### config.mk
export PLATFORM = sky130hd
export DESIGN_NAME = ring_lock_sequencer
export DESIGN_NICKNAME = d
export VERILOG_FILES = /design/src/rtl/ring_lock_sequencer.sv
export SDC_FILE = /design/constraint.sdc
export NUM_CORES = 1
export LEC_CHECK = 0
export ABC_AREA = 1
export CORE_MARGIN = 3
export CORE_UTILIZATION = 48
export DETAILED_ROUTE_END_ITERATION = 8
export GPL_TIMING_DRIVEN = 0
export PLACE_DENSITY = 0.82
export SETUP_SLACK_MARGIN = 0.05
export SLEW_MARGIN = 20
export SYNTH_ARGS = -nofsm -noshare
export SYNTH_HDL_FRONTEND = slang
export SYNTH_SLANG_ARGS = --single-unit
### constraint.sdc
create_clock -name fpga_clk_i -period 1.75 [get_ports fpga_clk_i]
set_input_delay 0.175 -clock fpga_clk_i [delete_from_list [all_inputs] [get_ports fpga_clk_i]]
set_output_delay 0.175 -clock fpga_clk_i [all_outputs]
set_load 0.05 [all_outputs]
### src/rtl/ring_lock_sequencer.sv
// Bring-up, lock acquisition and loss-of-lock recovery for one ADPLL ring node.
// Weight bit order is {below, right, above, left}.
module ring_lock_sequencer #(
    parameter int PDET_WIDTH = 5,
    parameter int KP_WIDTH = 6,
    parameter int KI_WIDTH = 4,
    parameter int WEIGHT_WIDTH = 4,
    parameter logic [KP_WIDTH-1:0] KP_ACQ = 6'b010010,
    parameter logic [KI_WIDTH-1:0] KI_ACQ = 4'b0010,
    parameter logic [KP_WIDTH-1:0] KP_TRK = 6'b001001,
    parameter logic [KI_WIDTH-1:0] KI_TRK = 4'b0001,
    parameter logic [3:0] PRIMARY_MASK = 4'b0011,
    parameter logic [3:0] NEIGH_MASK = 4'b1100,
    parameter logic [WEIGHT_WIDTH-1:0] WEIGHT_TGT = 4'd2,
    parameter int STARTUP_CYCLES = 1024,
    parameter int LOCK_THRESH = 2,
    parameter int LOCK_COUNT = 16,
    parameter int UNLOCK_THRESH = 6,
    parameter int UNLOCK_COUNT = 4
) (
    input  logic                    fpga_clk_i,
    input  logic                    reset_i,
    input  logic                    start_i,
    input  logic                    stop_i,
    input  logic                    sample_i,
    input  logic [PDET_WIDTH-1:0]   error_i,
    output logic                    enable_o,
    output logic                    loop_rst_o,
    output logic [KP_WIDTH-1:0]     kp_o,
    output logic [KI_WIDTH-1:0]     ki_o,
    output logic [WEIGHT_WIDTH-1:0] weight_left_o,
    output logic [WEIGHT_WIDTH-1:0] weight_above_o,
    output logic [WEIGHT_WIDTH-1:0] weight_right_o,
    output logic [WEIGHT_WIDTH-1:0] weight_below_o,
    output logic                    locked_o,
    output logic [2:0]              state_o
);

    typedef enum logic [2:0] {
        IDLE    = 3'd0,
        STARTUP = 3'd1,
        ACQUIRE = 3'd2,
        COUPLE  = 3'd3,
        TRACK   = 3'd4
    } state_t;

    localparam int SW = $clog2(STARTUP_CYCLES + 1);
    localparam int GW = $clog2(LOCK_COUNT + 1);
    localparam int BW = $clog2(UNLOCK_COUNT + 1);
    localparam logic [SW-1:0] START_LAST = SW'(STARTUP_CYCLES - 1);
    localparam logic [GW-1:0] LOCK_N = GW'(LOCK_COUNT);
    localparam logic [BW-1:0] UNLOCK_N = BW'(UNLOCK_COUNT);
    localparam logic [PDET_WIDTH:0] LOCK_TH = (PDET_WIDTH + 1)'(LOCK_THRESH);
    localparam logic [PDET_WIDTH:0] UNLOCK_TH = (PDET_WIDTH + 1)'(UNLOCK_THRESH);
    // A direction in both masks counts as primary, so it never ramps.
    localparam logic [3:0] RAMP_MASK = NEIGH_MASK & ~PRIMARY_MASK;

    state_t state;
    logic [SW-1:0] cyc_cnt;
    logic [GW-1:0] good_cnt;
    logic [BW-1:0] bad_cnt;
    logic [3:0][WEIGHT_WIDTH-1:0] weight;

    logic [PDET_WIDTH:0] err_ext;
    logic [PDET_WIDTH:0] err_mag;
    logic [GW-1:0] good_nxt;
    logic [BW-1:0] bad_nxt;
    logic good_hit;
    logic bad_hit;
    logic ramp_done;
    logic [3:0][WEIGHT_WIDTH-1:0] ramp_w;
    logic [3:0][WEIGHT_WIDTH-1:0] acq_w;

    // One extra bit keeps the magnitude of the most negative error exact.
    assign err_ext = {error_i[PDET_WIDTH-1], error_i};
    assign err_mag = err_ext[PDET_WIDTH] ? (~err_ext + 1'b1) : err_ext;

    always_comb begin
        good_nxt = '0;
        if (err_mag <= LOCK_TH)
            good_nxt = (good_cnt == LOCK_N) ? good_cnt : good_cnt + 1'b1;
        bad_nxt = '0;
        if (err_mag >= UNLOCK_TH)
            bad_nxt = bad_cnt + 1'b1;
    end

    assign good_hit = sample_i && (good_nxt == LOCK_N);
    assign bad_hit = sample_i && (bad_nxt == UNLOCK_N);

    always_comb begin
        ramp_w = weight;
        ramp_done = 1'b1;
        acq_w = '0;
        for (int d = 0; d < 4; d++) begin
            if (PRIMARY_MASK[d])
                acq_w[d] = WEIGHT_TGT;
            if (RAMP_MASK[d]) begin
                if (weight[d] < WEIGHT_TGT)
                    ramp_w[d] = weight[d] + 1'b1;
                if (ramp_w[d] != WEIGHT_TGT)
                    ramp_done = 1'b0;
            end
        end
    end

    always_ff @(posedge fpga_clk_i or negedge reset_i) begin
        if (!reset_i) begin
            state <= IDLE;
            cyc_cnt <= '0;
            good_cnt <= '0;
            bad_cnt <= '0;
            weight <= '0;
            enable_o <= 1'b0;
            loop_rst_o <= 1'b1;
            kp_o <= KP_ACQ;
            ki_o <= KI_ACQ;
            locked_o <= 1'b0;
        end else if (stop_i) begin
            state <= IDLE;
            cyc_cnt <= '0;
            good_cnt <= '0;
            bad_cnt <= '0;
            weight <= '0;
            enable_o <= 1'b0;
            loop_rst_o <= 1'b1;
            kp_o <= KP_ACQ;
            ki_o <= KI_ACQ;
            locked_o <= 1'b0;
        end else begin
            unique case (state)
                IDLE: begin
                    if (start_i) begin
                        state <= STARTUP;
                        cyc_cnt <= '0;
                        enable_o <= 1'b1;
                    end
                end
                STARTUP: begin
                    if (cyc_cnt == START_LAST) begin
                        state <= ACQUIRE;
                        loop_rst_o <= 1'b0;
                        weight <= acq_w;
                        good_cnt <= '0;
                        bad_cnt <= '0;
                    end else begin
                        cyc_cnt <= cyc_cnt + 1'b1;
                    end
                end
                ACQUIRE: begin
                    if (good_hit) begin
                        state <= COUPLE;
                        good_cnt <= '0;
                    end else if (sample_i) begin
                        good_cnt <= good_nxt;
                    end
                end
                COUPLE: begin
                    if (sample_i) begin
                        weight <= ramp_w;
                        if (good_hit && ramp_done) begin
                            state <= TRACK;
                            good_cnt <= '0;
                            bad_cnt <= '0;
                            kp_o <= KP_TRK;
                            ki_o <= KI_TRK;
                            locked_o <= 1'b1;
                        end else begin
                            good_cnt <= good_nxt;
                        end
                    end
                end
                TRACK: begin
                    if (bad_hit) begin
                        state <= ACQUIRE;
                        weight <= acq_w;
                        good_cnt <= '0;
                        bad_cnt <= '0;
                        kp_o <= KP_ACQ;
                        ki_o <= KI_ACQ;
                        locked_o <= 1'b0;
                    end else if (sample_i) begin
                        bad_cnt <= bad_nxt;
                    end
                end
                default: begin
                    state <= IDLE;
                    cyc_cnt <= '0;
                    good_cnt <= '0;
                    bad_cnt <= '0;
                    weight <= '0;
                    enable_o <= 1'b0;
                    loop_rst_o <= 1'b1;
                    kp_o <= KP_ACQ;
                    ki_o <= KI_ACQ;
                    locked_o <= 1'b0;
                end
            endcase
        end
    end

    assign weight_left_o = weight[0];
    assign weight_above_o = weight[1];
    assign weight_right_o = weight[2];
    assign weight_below_o = weight[3];
    assign state_o = state;

endmodule

==> impl_metrics.tcl, run 1 <==
set metrics [dict create \
    outcome "finished with violations" \
    failed_checks "negative setup slack" \
    setup_viol 19 \
    required_ps 1980 \
    powerDensity_nw_per_um2 1100 \
    seq_power_share 0.257 \
    hp-class "primary input to register" \
    combPwrFrac 0.596 \
    die_y_um 78.0 \
    final_max_slew_viol_count 0 \
    cts.sinks 35 \
    maxCapViolations 0 \
    portBuffers 29 \
    cts_tree "done" \
    cts_buffers 5 \
    grt_use_total 0.213 \
    wl_per_cell_um 16.0 \
    rsz0062_at_grt "yes" \
    syn_inst 332 \
    clk_latency_ps 300 \
    drc_errors 0 \
    fp.dieArea_um2 6090 \
    antennaDiodeCount 0 \
    p_clk_frac 0.147 \
    swShare 0.494 \
    p_leak_nw 1.82 \
    fmax_mhz 524 \
    ys_top_cells_by_area "dfrtp_1, nand2_1, nand3_1" \
    grt_pass1_vias 2423 \
    io_pins 42 \
    drtPass1Iterations 5 \
    skew_ps 6.09 \
    cp-start-kind "register" \
    via_per_inst 5.58 \
    vias 2762 \
    die_w_um 78.0 \
    seq_area_frac_synth 0.353 \
    syn_avg_cell_area_um2 7.50 \
    fp-row-count 25 \
    postPlaceCellArea_um2 2970 \
    switchingPower_mw 2.04 \
    h-tree-depth 2 \
    gp_congestion 0.848 \
    stdcell_area_um2 3740 \
    ant_nets 0 \
    grt_max_degree 28 \
    clock_path_buffers 2 \
    ys_seq_elements 35 \
    path_class "register to register" \
    grt_pass1_wl_mm 10.6 \
    peakVddDrop_uv 748 \
    dpl.hpwl_mm 4.13 \
    synth_top_area_frac 0.332 \
    total_power_mw 4.13 \
    end_kind "register" \
    finalCritPeriodShare 1.09 \
    worstMarginPinSlew_ps 588 \
    p_int_mw 2.09 \
    syn2layout_area_growth_pct 50.1 \
    finalHoldViolCount 0 \
    antenna_found_initial 0 \
    worstPathArrival_ps 2140 \
    wirelength_mm 7.94 \
    cts.clk_slew.worst_paths_ps 80 \
    synth_cell_types 40 \
    start_util 0.510 \
    overflow 0 \
    critPathMaxFanout 5 \
    drive_gt1_frac 0.437 \
    nets 444 \
    first_iter_violations 218 \
    relSlewSlack 0.604 \
    cts_root_buffer "clkbuf_8" \
    syn_area_um2 2490 \
    fp.coreArea_um2 4880 \
    fillCellCount 314 \
    worst_slack_ps -160 \
    yosysWarnings 0 \
    finalCriticalPeriod_ps 1910 \
    synth_area_leader_cell "dfrtp_1" \
]
==> sequential cells by signal, indices dropped and copies added, names as in the netlist <==
| signal | count |
|---|---|
| ki_o | 1 |
| weight_right_o | 4 |
| loop_rst_o | 1 |
| weight_left_o | 1 |
| good_cnt | 5 |
| cyc_cnt | 11 |
| enable_o | 1 |
| state_o | 3 |
| weight_below_o | 4 |
| bad_cnt | 3 |
| kp_o | 1 |
==> worst paths after layout <==
check / depth (start not counted) / startpoint / slack [ps] / end
max: 11 / cyc_cnt[0] / -160 / cyc_cnt[2]
min: 2 / stop_i / 200 / cyc_cnt[6]
max reg2reg: 11 / cyc_cnt[0] / -160 / cyc_cnt[2]
min reg2reg: 2 / kp_o[1] / 470 / kp_o[1]
max in group asynchronous: 3 / reset_i / 980 / loop_rst_o
min in group asynchronous: 2 / reset_i / 280 / bad_cnt[1]
==> layout by cell type, fill, tap and decap left out, types with 2 or more instances in the layout <==
cell             count
nand2_2             23
nor3b_1              2
o21ai_0              8
xor2_1               5
o31ai_1              2
clkdlybuf4s50_1      8
nor2_4               8
nor2_1              19
inv_2                9
nor3_4               2
nand2_4              4
o211ai_1             2
dfstp_2              2
nor3_1               7
dfrtp_1             21
a21oi_1              6
nand3_4              5
a21oi_2              3
nor2_2              10
buf_4               58
inv_6                2
xor2_2               2
ha_2                 2
ha_4                 3
inv_1               30
buf_6                7
nand3_2             11
nand2_8              2
dlymetal6s2s_1       2
nand4_1              8
dfrtp_2             12
o21ai_1              2
nand3_1             19
clkinvlp_4           2
dlygate4sd2_1       17
conb_1              10
clkbuf_8             5
nand2_1             62
o21ai_2              3
ha_1                 2
==> Yosys cell counts <==
library cell / count
a211oi_1: 1
a21boi_0: 1
a21oi_1: 9
and3_1: 1
buf_4: 17
buf_6: 2
conb_1: 1
dfrtp_1: 33
dfstp_2: 2
ha_1: 7
inv_1: 38
inv_2: 4
nand2_1: 85
nand2_2: 3
nand2_4: 1
nand2_8: 1
nand3_1: 30
nand3_2: 4
nand3b_1: 1
nand4_1: 8
nor2_1: 28
nor2_2: 5
nor2_4: 4
nor2_8: 1
nor3_1: 7
nor3_4: 2
nor3b_1: 2
nor3b_2: 1
o211ai_1: 2
o21a_1: 1
o21a_2: 1
o21ai_0: 13
o21ba_1: 1
o22ai_1: 1
o31ai_1: 3
o31ai_2: 1
o32ai_1: 1
o41ai_1: 1
or2_2: 1
xor2_1: 7
==> per-stage QoR <==
stage | hold slack [ps] | util | setup TNS (ps) | instances | setup WS, ps
floorplan | -121 | - | 0 | 341 | 37.7
global placement | 464 | 0.605 | -19850 | 437 | -510
detailed placement | 61.8 | 0.608 | -9590 | 438 | -547
CTS | 174 | 0.688 | -410 | 471 | -85.9
global route | 210 | 0.766 | -3740 | 495 | -224
finish | 195 | 0.766 | -1620 | 495 | -160
==> repair_timing <==
action	CTS	global route
gates resized for setup	57	61
setup endpoints to repair	45	32
hold buffers	1	0
pin swaps	23	31
gates cloned	1	2
setup buffers	23	22
endpoints found under the hold margin	8	0
==> worst max-delay path, cell delays in order (launching register included) <==
cell,delay (ps)
dfrtp_1,380
ha_2,210
nand3_2,70
nor2_2,120
buf_4,140
nand4_1,120
nor2_1,200
nand2_2,140
nand2_4,140
nor3_4,60
buf_4,130
nor3b_2,130
==> power groups by stage <==
stage                     clock network [mW]  registers, mW  logic [mW]
final                                  0.606           1.06        2.46
after global routing                   0.646           1.07        2.61
after CTS                              0.609           1.06        1.98
after detailed placement                   0           1.08        1.78
after global placement                     0           1.07        1.74
after floorplan                            0           1.35        1.03
==> cells by family (layout without fill, tap and decap cells) <==
group / Yosys count / after routing / synth area share
and+or+nand+nor: 185 / 187 / 0.372
xor gates and xnor gates: 7 / 7 / 0.0246
buffers and inverters: 61 / 146 / 0.124
AOI/OAI and AO/OA: 36 / 36 / 0.0905
adders and majority gates: 7 / 7 / 0.0352
other: 1 / 10 / 0.00151
DFF: 35 / 35 / 0.353
==> layer usage <==
layer  vias up  wire (um)  track usage
met1      1280       2820        0.254
met2       185       4070        0.389
met4         0        327       0.0664
met3        45        724       0.0390
li1       1252          -            -
met5         -          0            0
==> area by class of cell <==
class                   instances  area (um2)  area share
clock buffers                   5        68.8      0.0184
repair buffers                 77         659       0.176
well taps                      67        83.8      0.0224
plain buffers                  19         154      0.0412
inverters                      42         170      0.0455
multi-input cells             247        1690       0.452
flip-flops and latches         35         893       0.239
clock inverters                 3        20.0     0.00536
(Power assumes the default switching activity.)
==> run 2, diff against run 1 <==
Settings changed: CORE_UTILIZATION 48 to 57, DONT_BUFFER_PORTS from default to 1, PLACE_DENSITY 0.82 to 0.81, SKIP_LAST_GASP from default to 1.
==> impl_metrics.tcl, run 2 (synthesis results as in run 1) <==
set metrics [dict create \
    stdcell_area_um2 3350 \
    die_y_um 72.1 \
    dpl.hpwl_mm 3.77 \
    critPathMaxFanout 4 \
    powerDensity_nw_per_um2 1200 \
    fp.dieArea_um2 5200 \
    overflow 0 \
    portBuffers 0 \
    p_leak_nw 1.59 \
    nets 398 \
    largest_reg_flops 11 \
    cts_buffers 5 \
    io_pins 42 \
    layout_common_cells "nand2_1, buf_4, inv_1, dfrtp_1" \
    post-place-cells 391 \
    finalCriticalPeriod_ps 2020 \
    p_int_mw 2.03 \
    clock_path_buffers 2 \
    seq_area_um2 902 \
    top_regs "cyc_cnt: 11 flops, good_cnt: 5 flops" \
    cts_root_buffer "clkbuf_8" \
    vias 2518 \
    worst_slack_ps -265 \
    drc_errors 0 \
    required_ps 1910 \
    skew_ps 2.80 \
    cts.clk_slew.worst_paths_ps 70 \
    failed_checks "negative setup slack" \
    relSlewSlack 0.618 \
    cts.sinks 35 \
    drive_gt1_frac 0.390 \
    grt_pass1_vias 2163 \
    grt_use_total 0.225 \
    syn2layout_area_growth_pct 34.5 \
    gp_congestion 0.877 \
    swShare 0.492 \
    cts_tree "done" \
    worstPathArrival_ps 2170 \
    worstMarginPinSlew_ps 573 \
    hp-class "primary input to register" \
    h-tree-depth 2 \
    antennaDiodeCount 0 \
    fillCellCount 223 \
    peakVddDrop_uv 620 \
    fp-row-count 23 \
    first_iter_violations 255 \
    finalCritPeriodShare 1.15 \
    wl_per_cell_um 17.0 \
    setup_viol 28 \
    instances_no_fill 432 \
    final_common_cell "nand2_1" \
    drtPass1Iterations 5 \
    post-route-util 0.814 \
    wirelength_mm 7.35 \
    end_kind "register" \
    maxCapViolations 0 \
    clk_latency_ps 280 \
    combPwrFrac 0.481 \
    cp-start-kind "register" \
    finalHoldViolCount 0 \
    outcome "finished with violations" \
    grt_pass1_wl_mm 9.57 \
    multiInputGateArea_um2 1670 \
    regMostFlops "cyc_cnt" \
    fmax_mhz 496 \
    start_util 0.605 \
    via_per_inst 5.83 \
    grt_max_degree 36 \
    die_w_um 72.1 \
    seq_power_share 0.354 \
    postPlaceCellArea_um2 2640 \
    final_max_slew_viol_count 0 \
    final.setup.tns_ps -3700 \
    switchingPower_mw 1.97 \
    fp.coreArea_um2 4120 \
    antenna_found_initial 0 \
    rsz0062_at_grt "yes" \
    ant_nets 0 \
    p_clk_frac 0.165 \
    path_class "register to register" \
]
run 2: cell count changes in the layout (fill, tap and decap cells not counted), moves of 3 or more:
| cell | before | now |
|---|---|---|
| dfrtp_2 | 12 | 7 |
| inv_1 | 30 | 33 |
| nand2_2 | 23 | 9 |
| o21ai_0 | 8 | 5 |
| dfrtp_4 | 0 | 4 |
| o21ai_1 | 2 | 5 |
| dlygate4sd2_1 | 17 | 0 |
| inv_2 | 9 | 5 |
| clkdlybuf4s50_1 | 8 | 0 |
| nand3_2 | 11 | 8 |
| buf_4 | 58 | 38 |
| nand2_1 | 62 | 75 |
run 2: power by group through the flow:
| stage | clock network, mW | registers, mW | logic [mW] |
|---|---|---|---|
| floorplan | 0 | 1.35 | 1.03 |
| global placement | 0 | 1.38 | 1.17 |
| detailed placement | 0 | 1.39 | 1.19 |
| CTS | 0.646 | 1.40 | 1.42 |
| global route | 0.686 | 1.43 | 2.05 |
| finish | 0.660 | 1.42 | 1.92 |
run 2: area by class of cell:
class	instances	area share
Multi-Input combinational cell	247	0.499
Sequential cell	35	0.269
Timing Repair Buffer	31	0.0852
Inverter	42	0.0523
Buffer	19	0.0460
Clock buffer	8	0.0299
Tap cell	50	0.0187
run 2: per-layer routing:
metal	GRT usage	wire length (um)
met2	0.393	3830
met5	0	0
met3	0.0526	515
met1	0.285	2670
met4	0.0438	330
run 2: stage by stage:
stage | hold slack [ps] | power, mW | setup WS, ps
6_report | 218 | 4.00 | -265
3_5_place_dp | -120 | 2.59 | -233
5_1_grt | 233 | 4.17 | -337
4_1_cts | 195 | 3.47 | -98.5
3_3_place_gp | -120 | 2.55 | -211
2_1_floorplan | -121 | 2.38 | 37.7
run 2: worst paths after layout:
kind | from | to | slack (ps) | cells after the start
min in group asynchronous | reset_i | good_cnt[4] | 370 | 2
setup reg to reg | cyc_cnt[0] | weight_right_o[0] | -270 | 11
setup / recovery | cyc_cnt[0] | weight_right_o[0] | -270 | 11
hold / removal | sample_i | bad_cnt[2] | 220 | 3
hold reg to reg | bad_cnt[1] | bad_cnt[1] | 510 | 2
max in group asynchronous | reset_i | loop_rst_o | 1120 | 2
run 2: worst max-delay path, stage by stage, from the launching register on:
cell	delay (ps)
dfrtp_1	380
ha_2	220
nand3_4	80
nor2_4	110
nand4_1	110
nand2_2	110
nand2_2	90
nor2_4	160
buf_12	130
nand2_8	60
buf_4	140
o31ai_1	290
run 2: what timing repair did:
action	4_1_cts	5_1_grt
pin swaps	14	19
cloned	2	1
setup endpoints to repair	30	34
setup buffers	12	16
resized for setup	30	56
hold buffers	2	0
hold endpoints to repair	35	0
==> run 3, diff against run 2 <==
Settings changed: CORE_UTILIZATION 57 to 35, PLACE_DENSITY 0.81 to 0.57.
==> impl_metrics.tcl, run 3 (synthesis results as in run 1) <==
set metrics [dict create \
    outcome "finished with violations" \
    failed_checks "negative setup slack" \
    path_class "register to register" \
    cts_root_buffer "clkbuf_8" \
    m1WireLength_mm 2.69 \
    largest_reg_flops 11 \
    cts_buffers 5 \
    cts.clk_slew.worst_paths_ps 80 \
    wirelength_mm 6.21 \
    via_per_inst 4.82 \
    setup_viol 14 \
    worst_slack_ps -115 \
    finalHoldViolCount 0 \
    switchingPower_mw 1.91 \
    top_regs "cyc_cnt: 11 flops, good_cnt: 5 flops" \
    h-tree-depth 2 \
    cp-start-kind "register" \
    wl_met2_mm 3.14 \
    worstReg2RegEnd "ki_o[0]" \
    relSlewSlack 0.636 \
    final.setup.tns_ps -936 \
    wl_per_cell_um 12.9 \
    dpl.hpwl_mm 4.02 \
    required_ps 1930 \
    maxCapViolations 0 \
    drtPass1Iterations 4 \
    crit_end "ki_o[0]" \
    fp-row-count 30 \
    total_power_mw 3.86 \
    cts.sinks 35 \
    stdcell_area_um2 3470 \
    end_kind "register" \
    clk_latency_ps 290 \
    worstPathArrival_ps 2050 \
    skew_ps 10.5 \
    start_util 0.364 \
    nets 401 \
    cts_tree "done" \
    grt_max_degree 36 \
    final_max_slew_viol_count 0 \
    grt_pass1_wl_mm 9.83 \
    gp_congestion 0.821 \
    overflow 0 \
    vias 2318 \
    rsz0062_at_grt "yes" \
    regToRegSetupSlack_ps -120 \
    fmax_mhz 536 \
    p_int_mw 1.95 \
    finalCriticalPeriod_ps 1870 \
    drive_gt1_frac 0.405 \
    drc_errors 0 \
    first_iter_violations 83 \
    crit_start "weight_below_o[0]" \
    portBuffers 0 \
    fp.coreArea_um2 6830 \
    swShare 0.494 \
    powerDensity_nw_per_um2 1110 \
    postPlaceCellArea_um2 2700 \
    antennaDiodeCount 0 \
    hp-class "primary input to register" \
    peakVddDrop_uv 487 \
    ant_nets 0 \
    reg2regPathDepth 12 \
    combPwrFrac 0.477 \
    finalCritPeriodShare 1.07 \
    regToRegStartpoint "weight_below_o[0]" \
    io_pins 42 \
    wl_met3_um 287 \
    routed.top_layer "met4" \
    syn2layout_area_growth_pct 39.4 \
    critPathMaxFanout 5 \
    grt_use_total 0.144 \
    worstMarginPinSlew_ps 546 \
    final_common_cell "nand2_1" \
    die_y_um 90.3 \
    p_leak_nw 1.59 \
    regMostFlops "cyc_cnt" \
    clock_path_buffers 2 \
    layout_common_cells "nand2_1, buf_4, inv_1, nand3_1, nor2_1" \
    seq_power_share 0.370 \
    die_w_um 90.3 \
    antenna_found_initial 0 \
    grt_pass1_vias 2165 \
    p_clk_frac 0.153 \
    fp.dieArea_um2 8160 \
]
## run 3: changes by cell type in the layout (fill, tap and decap cells not counted), sizes merged
cell | before | now
inv | 42 | 41
buf | 49 | 51
clkbuf | 8 | 5
clkinv | 0 | 2
clkinvlp | 0 | 2
nand2 | 91 | 92
## run 3: metrics by stage
| step | hold WS [ps] | instances | setup WS (ps) | utilization |
|---|---|---|---|---|
| 6_report | 194 | 481 | -115 | 0.508 |
| 5_1_grt | 214 | 481 | -234 | 0.508 |
| 4_1_cts | 182 | 460 | -124 | 0.442 |
| 3_5_place_dp | -120 | 437 | -278 | 0.395 |
| 3_3_place_gp | -120 | 437 | -287 | 0.395 |
| 2_1_floorplan | -121 | 341 | 37.7 | - |
## run 3: layer usage
layer	global-route usage	vias up
met2	0.248	42
met5	0	-
met4	0.0523	0
li1	-	1164
met1	0.171	1101
met3	0.0417	11
## run 3: timing repair
item                                    in CTS  in global routing
endpoints found under the setup margin      31                 34
resized for setup                           28                 69
hold buffers                                 2                  0
buffers inserted                            11                 19
pin swaps                                   10                 29
gates cloned                                 2                  2
endpoints found under the hold margin       35                  0
## run 3: worst min-delay path by stage
| stage | from | end | slack (ps) | depth (start not counted) |
|---|---|---|---|---|
| final | sample_i | bad_cnt[0] | 190 | 3 |
| after global routing | sample_i | bad_cnt[0] | 210 | 3 |
| after CTS | sample_i | bad_cnt[0] | 180 | 3 |
| after detailed placement | reset_i | bad_cnt[1] | -120 | 0 |
| after global placement | reset_i | bad_cnt[1] | -120 | 0 |
| after floorplan | reset_i | bad_cnt[0] | -120 | 0 |
## run 3: cell type report
type | count | area [um2]
multi-input combinational | 248 | 1710
timing repair buffer | 33 | 300
inverter | 42 | 188
buffer | 19 | 154
fill | 654 | 3360
sequential | 35 | 910
clock buffer | 5 | 68.8
tap | 96 | 120
clock inverter | 3 | 20.0
## run 3: worst max-delay path, stage by stage (launching register included)
cell,delay (ps)
dfrtp_4,590
ha_4,200
nand3_2,70
nand3_2,60
nor2_1,100
nand3_1,90
nor2_2,140
nand3_1,110
nand2_2,100
buf_6,130
nand3_4,60
nand2_1,60
nand2_1,50
## run 3: power by group through the flow
stage	Sequential, mW	Clock [mW]	Combinational (mW)
after floorplan	1.35	0	1.03
after global placement	1.39	0	1.19
after detailed placement	1.39	0	1.20
after CTS	1.40	0.618	1.43
after global routing	1.45	0.650	2.01
final	1.43	0.591	1.84
